--- src/rtl/pipelined_cla_adder.sv ---
// Two-stage pipelined carry-lookahead adder/subtractor with valid/ready handshake.
// Defining CLA_OVERFLOW_DETECT_EN adds a registered signed-overflow output (ovf).
module pipelined_cla_adder #(
   parameter int unsigned WIDTH = 16
) (
   input  logic             clk,
   input  logic             rst,
   input  logic             in_valid,
   output logic             in_ready,
   input  logic [WIDTH-1:0] a,
   input  logic [WIDTH-1:0] b,
   input  logic             cin,
   input  logic             sub,
   output logic             out_valid,
   input  logic             out_ready,
   output logic [WIDTH-1:0] sum,
   output logic             cout,
   output logic             p_out,
   output logic             g_out
`ifdef CLA_OVERFLOW_DETECT_EN
   ,
   output logic             ovf
`endif
);
   localparam int unsigned NG = WIDTH / 4;
   localparam int unsigned NS = (NG + 3) / 4;

   // Carry out of the lowest n units from unit P/G and carry-in, in flat sum-of-products form.
   function automatic logic lookahead(input logic [15:0] p, input logic [15:0] g,
                                      input int unsigned n, input logic c);
      logic acc;
      logic prod;
      acc  = 1'b0;
      prod = 1'b1;
      for (int j = 15; j >= 0; j--) begin
         if (j < int'(n)) begin
            acc  = acc | (prod & g[j]);
            prod = prod & p[j];
         end
      end
      return acc | (prod & c);
   endfunction

   // Handshake
   logic s1_valid_q, s1_valid_d;
   logic out_valid_q, out_valid_d;
   logic s2_adv, s1_adv, accept, load2;

   always_comb begin
      s2_adv   = !out_valid_q || out_ready;
      s1_adv   = !s1_valid_q || s2_adv;
      accept   = in_valid && s1_adv;
      load2    = s2_adv && s1_valid_q;
      in_ready = s1_adv;
   end

   // Stage 1: bit and group propagate/generate
   logic [WIDTH-1:0]      b_eff, bit_p, bit_g;
   logic [NG-1:0]         grp_p, grp_g;
   logic [WIDTH-1:0]      p_q, p_d;
   // Bit 3 of each group's G only feeds the group generate, so it is not kept.
   logic [NG-1:0][2:0]    g_q, g_d;
   logic [NG-1:0]         grp_p_q, grp_p_d, grp_g_q, grp_g_d;
   logic                  c0_q, c0_d;

   always_comb begin
      b_eff = sub ? ~b : b;
      bit_p = a ^ b_eff;
      bit_g = a & b_eff;
      for (int k = 0; k < int'(NG); k++) begin
         grp_p[k] = &bit_p[4*k +: 4];
         grp_g[k] = bit_g[4*k+3]
                  | (bit_p[4*k+3] & bit_g[4*k+2])
                  | (&bit_p[4*k+3 -: 2] & bit_g[4*k+1])
                  | (&bit_p[4*k+3 -: 3] & bit_g[4*k]);
      end
      s1_valid_d = s1_adv ? in_valid : s1_valid_q;
      p_d        = p_q;
      g_d        = g_q;
      grp_p_d    = grp_p_q;
      grp_g_d    = grp_g_q;
      c0_d       = c0_q;
      if (accept) begin
         p_d     = bit_p;
         for (int k = 0; k < int'(NG); k++) g_d[k] = bit_g[4*k +: 3];
         grp_p_d = grp_p;
         grp_g_d = grp_g;
         c0_d    = sub | cin;
      end
   end

   // Stage 2: group carries, bit carries and sum
   logic [NG:0]      gc;
   logic             word_g;
   logic [WIDTH-1:0] ci;

   if (NG <= 4) begin : g_single
      always_comb begin
         gc[0] = c0_q;
         for (int k = 0; k < int'(NG); k++) begin
            gc[k+1] = lookahead(16'(grp_p_q), 16'(grp_g_q), k + 1, c0_q);
         end
         word_g = lookahead(16'(grp_p_q), 16'(grp_g_q), NG, 1'b0);
      end
   end else begin : g_two
      logic [4*NS-1:0] gpx, ggx;
      logic [NS-1:0]   sp, sg, sc;
      always_comb begin
         // Missing groups in the top super-group are padded as transparent.
         gpx          = '1;
         ggx          = '0;
         gpx[NG-1:0]  = grp_p_q;
         ggx[NG-1:0]  = grp_g_q;
         for (int s = 0; s < int'(NS); s++) begin
            sp[s] = &gpx[4*s +: 4];
            sg[s] = lookahead(16'(gpx[4*s +: 4]), 16'(ggx[4*s +: 4]), 4, 1'b0);
         end
         for (int s = 0; s < int'(NS); s++) begin
            sc[s] = lookahead(16'(sp), 16'(sg), s, c0_q);
         end
         gc[0] = c0_q;
         for (int k = 0; k < int'(NG); k++) begin
            gc[k+1] = lookahead(16'(gpx[4*(k/4) +: 4]), 16'(ggx[4*(k/4) +: 4]),
                                (k % 4) + 1, sc[k/4]);
         end
         word_g = lookahead(16'(sp), 16'(sg), NS, 1'b0);
      end
   end

   always_comb begin
      for (int k = 0; k < int'(NG); k++) begin
         for (int i = 0; i < 4; i++) begin
            ci[4*k+i] = lookahead(16'(p_q[4*k +: 4]), 16'(g_q[k]), i, gc[k]);
         end
      end
   end

   logic [WIDTH-1:0] sum_q, sum_d;
   logic             cout_q, cout_d, p_out_q, p_out_d, g_out_q, g_out_d;
`ifdef CLA_OVERFLOW_DETECT_EN
   logic             ovf_q, ovf_d;
`endif

   always_comb begin
      out_valid_d = s2_adv ? s1_valid_q : out_valid_q;
      sum_d       = sum_q;
      cout_d      = cout_q;
      p_out_d     = p_out_q;
      g_out_d     = g_out_q;
`ifdef CLA_OVERFLOW_DETECT_EN
      ovf_d       = ovf_q;
`endif
      if (load2) begin
         sum_d   = p_q ^ ci;
         cout_d  = gc[NG];
         p_out_d = &grp_p_q;
         g_out_d = word_g;
`ifdef CLA_OVERFLOW_DETECT_EN
         ovf_d   = ci[WIDTH-1] ^ gc[NG];
`endif
      end
   end

   always_ff @(posedge clk or posedge rst) begin
      if (rst) begin
         s1_valid_q  <= 1'b0;
         p_q         <= '0;
         g_q         <= '0;
         grp_p_q     <= '0;
         grp_g_q     <= '0;
         c0_q        <= 1'b0;
         out_valid_q <= 1'b0;
         sum_q       <= '0;
         cout_q      <= 1'b0;
         p_out_q     <= 1'b0;
         g_out_q     <= 1'b0;
`ifdef CLA_OVERFLOW_DETECT_EN
         ovf_q       <= 1'b0;
`endif
      end else begin
         s1_valid_q  <= s1_valid_d;
         p_q         <= p_d;
         g_q         <= g_d;
         grp_p_q     <= grp_p_d;
         grp_g_q     <= grp_g_d;
         c0_q        <= c0_d;
         out_valid_q <= out_valid_d;
         sum_q       <= sum_d;
         cout_q      <= cout_d;
         p_out_q     <= p_out_d;
         g_out_q     <= g_out_d;
`ifdef CLA_OVERFLOW_DETECT_EN
         ovf_q       <= ovf_d;
`endif
      end
   end

   always_comb begin
      out_valid = out_valid_q;
      sum       = sum_q;
      cout      = cout_q;
      p_out     = p_out_q;
      g_out     = g_out_q;
`ifdef CLA_OVERFLOW_DETECT_EN
      ovf       = ovf_q;
`endif
   end

endmodule

--- config.mk ---
export PLATFORM = sky130hd
export DESIGN_NAME = pipelined_cla_adder
export DESIGN_NICKNAME = d
export VERILOG_FILES = /design/src/rtl/pipelined_cla_adder.sv
export SDC_FILE = /design/constraint.sdc
export NUM_CORES = 1
export LEC_CHECK = 0
export BUFFER_PORTS_ARGS = -buffer_cell sky130_fd_sc_hd__buf_2
export CAP_MARGIN = 20
export CORE_MARGIN = 5
export CORE_UTILIZATION = 50
export CTS_BUF_LIST = sky130_fd_sc_hd__clkbuf_8 sky130_fd_sc_hd__clkbuf_16
export DETAILED_ROUTE_END_ITERATION = 8
export PLACE_DENSITY_LB_ADDON = 0.2
export RECOVER_POWER = 100
export SYNTH_ARGS = -nofsm -noshare
export SYNTH_HDL_FRONTEND = slang
export SYNTH_SLANG_ARGS = --single-unit
--- constraint.sdc ---
create_clock -name clk -period 1.5 [get_ports clk]
set_input_delay 0.075 -clock clk [delete_from_list [all_inputs] [get_ports clk]]
set_output_delay 0.075 -clock clk [all_outputs]
set_load 0.005 [all_outputs]
* Yosys cells after proc, flatten, opt, wreduce, memory -nomap -nowiden *
Index checks and enable logic that the tools add are counted.

operators by class
  muxes and demuxes = 1
  bitwise logic cells = 115
  reduce and logical (&&, ||, !) cells = 19

operator list
  cell                 count
  AND 1 bit            64
  OR 1 bit             47
  XOR 16 bit           2
  AND reduction 4 bit  5
  AND 16 bit           1
  2-to-1 mux 16 bit    1
  NOT 16 bit           1
  AND reduction 3 bit  4
  AND reduction 2 bit  4
  logical AND 1 bit    2
  logical NOT 1 bit    2
  logical OR 1 bit     2

storage, ports and cells
  flip-flop bits (word level) = 58
  input port bits = 38
  output and inout bits = 21
  logic and storage cells = 149

* Logic depth before layout (Yosys ltp) *
  word-level depth = 7
  mapped depth = 8
  gate-level depth less buffers = 7

* Worst setup path before layout *
OpenSTA, ideal clock, no wires.

  kind = input -> register
  start point = input port sub
  end point = register grp_g_q[0]
  setup time = 0.128 ns
  arrival time = 1.465 ns
  data required time = 1.372 ns
  slack = -0.092 ns
  stages = 8
  path buffers = 2
  cells stage by stage = buf_2 buf_2 xor2_1 ha_1 a21o_1 a21o_1 a21oi_1 o21ai_0

on the way
  elaborated cells between the ends (all ways) = 11
  classes of those cells = 1 x mux; 8 x bitwise; 2 x reduce/logical

RTL lines
  what                  line  source
  start, declared       13    input logic sub,
  2-to-1 mux 16 bit     67    b_eff = sub ? ~b : b;
  XOR 16 bit            68    bit_p = a ^ b_eff;
  named net bit_p[1]    58    logic [WIDTH-1:0] b_eff, bit_p, bit_g;
  AND reduction 3 bit   75    | (&bit_p[4*k+3 -: 3] & bit_g[4*k]);
  AND 1 bit             75
  OR 1 bit              75
  end signal, assigned  185   grp_g_q <= grp_g_d;
  end, declared         63    logic [NG-1:0] grp_p_q, grp_p_d, grp_g_q, grp_g_d;

The timed path passes the listed nets, and every way through them passes these cells.
A chain may end at the register's enable or synchronous reset.

* Worst setup path in the final report *
  start point = register c0_q
  end point = register sum_q[11], in the netlist sum[11]

on the way
  cells in the longest elaborated chain, start to end = 5

ends and longest elaborated chain
  what                    line  source
  start, declared         64    logic c0_q, c0_d;
  start signal, assigned  171   c0_q <= 1'b0;
  start signal, assigned  186   c0_q <= c0_d;
  AND 1 bit               41    return acc | (prod & c);
  OR 1 bit                41
  AND 1 bit               41
  OR 1 bit                41
  XOR 16 bit              154   sum_d = p_q ^ ci;
  end signal, assigned    188   sum_q <= sum_d;
  end, declared           138   logic [WIDTH-1:0] sum_q, sum_d;

No other way between the ends.

==> impl_metrics.ini <==
[finish]
n_fill_cell = 506
drive_above_1_share_pct = 40.21
final_cell_area_um2 = 3895
n_antenna_cell = 0
layout.nets = 427
final_common_cell = dfrtp_1
final_cell_mix = 56 x dfrtp_1, 52 x buf_2, 31 x nand2_1, 29 x mux2_2, 27 x buf_4
multi_input_area_um2 = 1588
area_growth_pct = 27.90
regArea_um2 = 1454

[floorplanning]
initial_core_util_pct = 51.44
die_w_um = 88.05
core_area_um2 = 5921
io_pins = 59
die-area_um2 = 7752
fp.dieH_um = 88.05
rows = 28

[clock_tree]
clk_latency_ns = 0.32
clock_sinks = 58
root_buffer = clkbuf_8
cts_tree = done
clkTransAtPathRegs_ns = 0.06
numCtsBuffers = 9
clock_path_buffers = 2
h-tree-depth = 3

[grt]
first_global_vias = 2416
antenna_found_initial = 0
grt_start_max_net_pins = 59
top_usage_layer = met2
grtUsageMet2_pct = 30.07
use_met1_pct = 23.68
grt_pass1_wl_um = 10960
grt_overflow = 0
track_usage_pct = 18.22
grt.met3_usage_pct = 3.669

[critical_path]
critical_path.top_delay_family = simple AND/OR/NAND/NOR gates
cp_max_fo = 3
crit_chain = a211oi_2, buf_4, o21a_1, or4_1, nand3_1
cp.arrival_ns = 1.74
worstSetupEndpointType = flip-flop
crit_slowest_cell = or4_1
startpoint_type = flip-flop
required_ns = 1.76
crit_buf_inv = 1
max_stage_delay_ns = 0.48
path_class = reg -> reg

[sta]
setup_violations = 0
period_minus_slack_ns = 1.480
tightestPinTransition_ns = 0.7912
slew_violations = 0
finalClockSkew_ns = 0.007416
hold_viol_final = 0
rsz0062_at_grt = yes
maxSlewHeadroom_pct = 47.25
fmax_ghz = 0.6758
tns_ns = 0
fin_crit_sh_pct = 98.64

[pwr]
power.internal_mw = 3.449
power_frac_seq_pct = 44.8
power_mw = 5.037
clkPwrFrac_pct = 24.7
p_sw_share_pct = 31.53
power.density_nw_per_um2 = 1293
switchingPower_mw = 1.588
p_comb_share_pct = 30.6
irDropWorstVdd_mv = 0.6434
power.leakage_nw = 1.960

[placement]
dpl.hpwl_um = 4878
placed_cell_area_um2 = 3605
port_buffers = 58
gp_congestion = 0.7715

[detailed_routing]
drtIter0Drc = 62
dr_total_vias = 2354
drt-vias-per-instance = 5.254
wl_per_cell_um = 14.62
ant_nets = 0
drtPass1Iterations = 4
wl_um = 6550
drc = 0

[outcome]
status = finished clean

[flow_run]
cap_violations = 0

[synth]
async_flop_share_pct = 100.0
syn_area_um2 = 3045
ys_warn_count = 0
synth_nets = 335
netlist-cell-type-count = 39
syn_inst = 277
yosysSeqAreaShare_pct = 47.66
synth-edff-count = 0
ys_ff_latch = 58
avgSynthCellArea_um2 = 10.99
ys.flop_type = dfrtp_1

[min_path]
hp-class = in -> reg
## Yosys cell counts (2+ instances only)
library cell  instances  area [um^2]
nor2_1               10        37.54
a21o_1               12        90.09
dfrtp_1              58         1451
nand2b_1              2        12.51
nand2_1              31        116.4
xor2_1               20        175.2
nor2b_1               2        12.51
clkbuf_1              3        11.26
or4_1                 4        30.03
mux2i_1               3        30.03
nand3_1               5        25.02
buf_2                 6        30.03
o21ai_0              21        105.1
o2111ai_1             3        26.28
o211ai_1              2        15.01
a211oi_1              2        15.01
nand4_1               5        31.28
ha_1                 20        250.2
a21o_2                2        17.52
buf_4                 2        15.01
mux2_2               29        326.6
a21oi_1              13        65.06
inv_1                 6        22.52
## worst min-delay path, cell delays in order
cell	delay, ns
buf_2	0.07
nor2_1	0.04
o21ai_0	0.17
## cells by family (layout without fill, tap and decap cells)
kind of cell | after synthesis | count (layout) | share of synthesized area, %
buffers and inverters | 17 | 113 | 2.588
muxes | 32 | 32 | 11.71
DFF | 58 | 58 | 47.66
xor gates and xnor gates | 21 | 21 | 6.040
adders and majority gates | 20 | 20 | 8.217
AOI/OAI and AO/OA | 61 | 61 | 12.82
and+or+nand+nor | 68 | 68 | 10.97
## routing by layer
| metal | wire (um) | share of wire (%) |
|---|---|---|
| met1 | 2893 | 44 |
| met2 | 3294 | 50 |
| met3 | 318 | 4.9 |
| met4 | 43 | 0.66 |
| met5 | 0 | 0 |
## final cells by class
type | instances | area share [%]
timing repair buffer | 92 | 14.46
sequential | 58 | 37.33
clock inverter | 4 | 0.4818
tap | 75 | 2.409
multi-input combinational | 202 | 40.76
inverter | 6 | 0.6746
clock buffer | 11 | 3.887
## flip-flops by register name, summed over array words and instances (netlist names)
register and cells:
grp_g_q 4, p_out 1, g_q 12, c0_q 1
cout 1, s1_valid_q 1, g_out 1, p_q 16
sum 16, out_valid 1, grp_p_q 4
## stage by stage
step | instances | hold slack, ns | setup slack [ns] | utilization [%]
final | 448 | 0.07793 | 0.02038 | 65.79
after global routing | 448 | 0.08721 | -0.02309 | 65.79
after CTS | 445 | 0.08256 | -0.04383 | 64.96
after detailed placement | 426 | 0.1793 | -0.1270 | 60.88
after global placement | 426 | 0.1784 | -0.04492 | 60.88
after floorplan | 277 | 0.1682 | 0.004660 | -
## worst paths after layout
kind | startpoint | to | slack, ns | depth (start not counted)
worst max register to register | c0_q | sum[11] | 0.02 | 5
max in group asynchronous | rst | s1_valid_q | 0.36 | 4
worst min register to register | sum[8] | sum[8] | 0.47 | 2
worst min-delay path | cin | c0_q | 0.08 | 3
worst max-delay path | c0_q | sum[11] | 0.02 | 5
min in group asynchronous | rst | sum[7] | 0.57 | 4
## repair_timing
| item | in CTS | in global routing |
|---|---|---|
| hold buffers | 2 | 0 |
| endpoints found under the hold margin | 59 | 0 |
| setup buffers | 2 | 3 |
| resized for setup | 11 | 15 |
| pin swaps | 4 | 8 |
| setup endpoints to repair | 5 | 15 |
## power by group through the flow
stage,registers [mW],logic (mW),clock network (mW)
4_1_cts,2.24,1.51,1.27
5_1_grt,2.31,1.73,1.35
3_5_place_dp,2.26,1.46,0
6_report,2.25,1.54,1.24
3_3_place_gp,2.25,1.41,0
2_1_floorplan,2.23,0.850,0
Note: power is estimated with default switching activity, not from simulation.
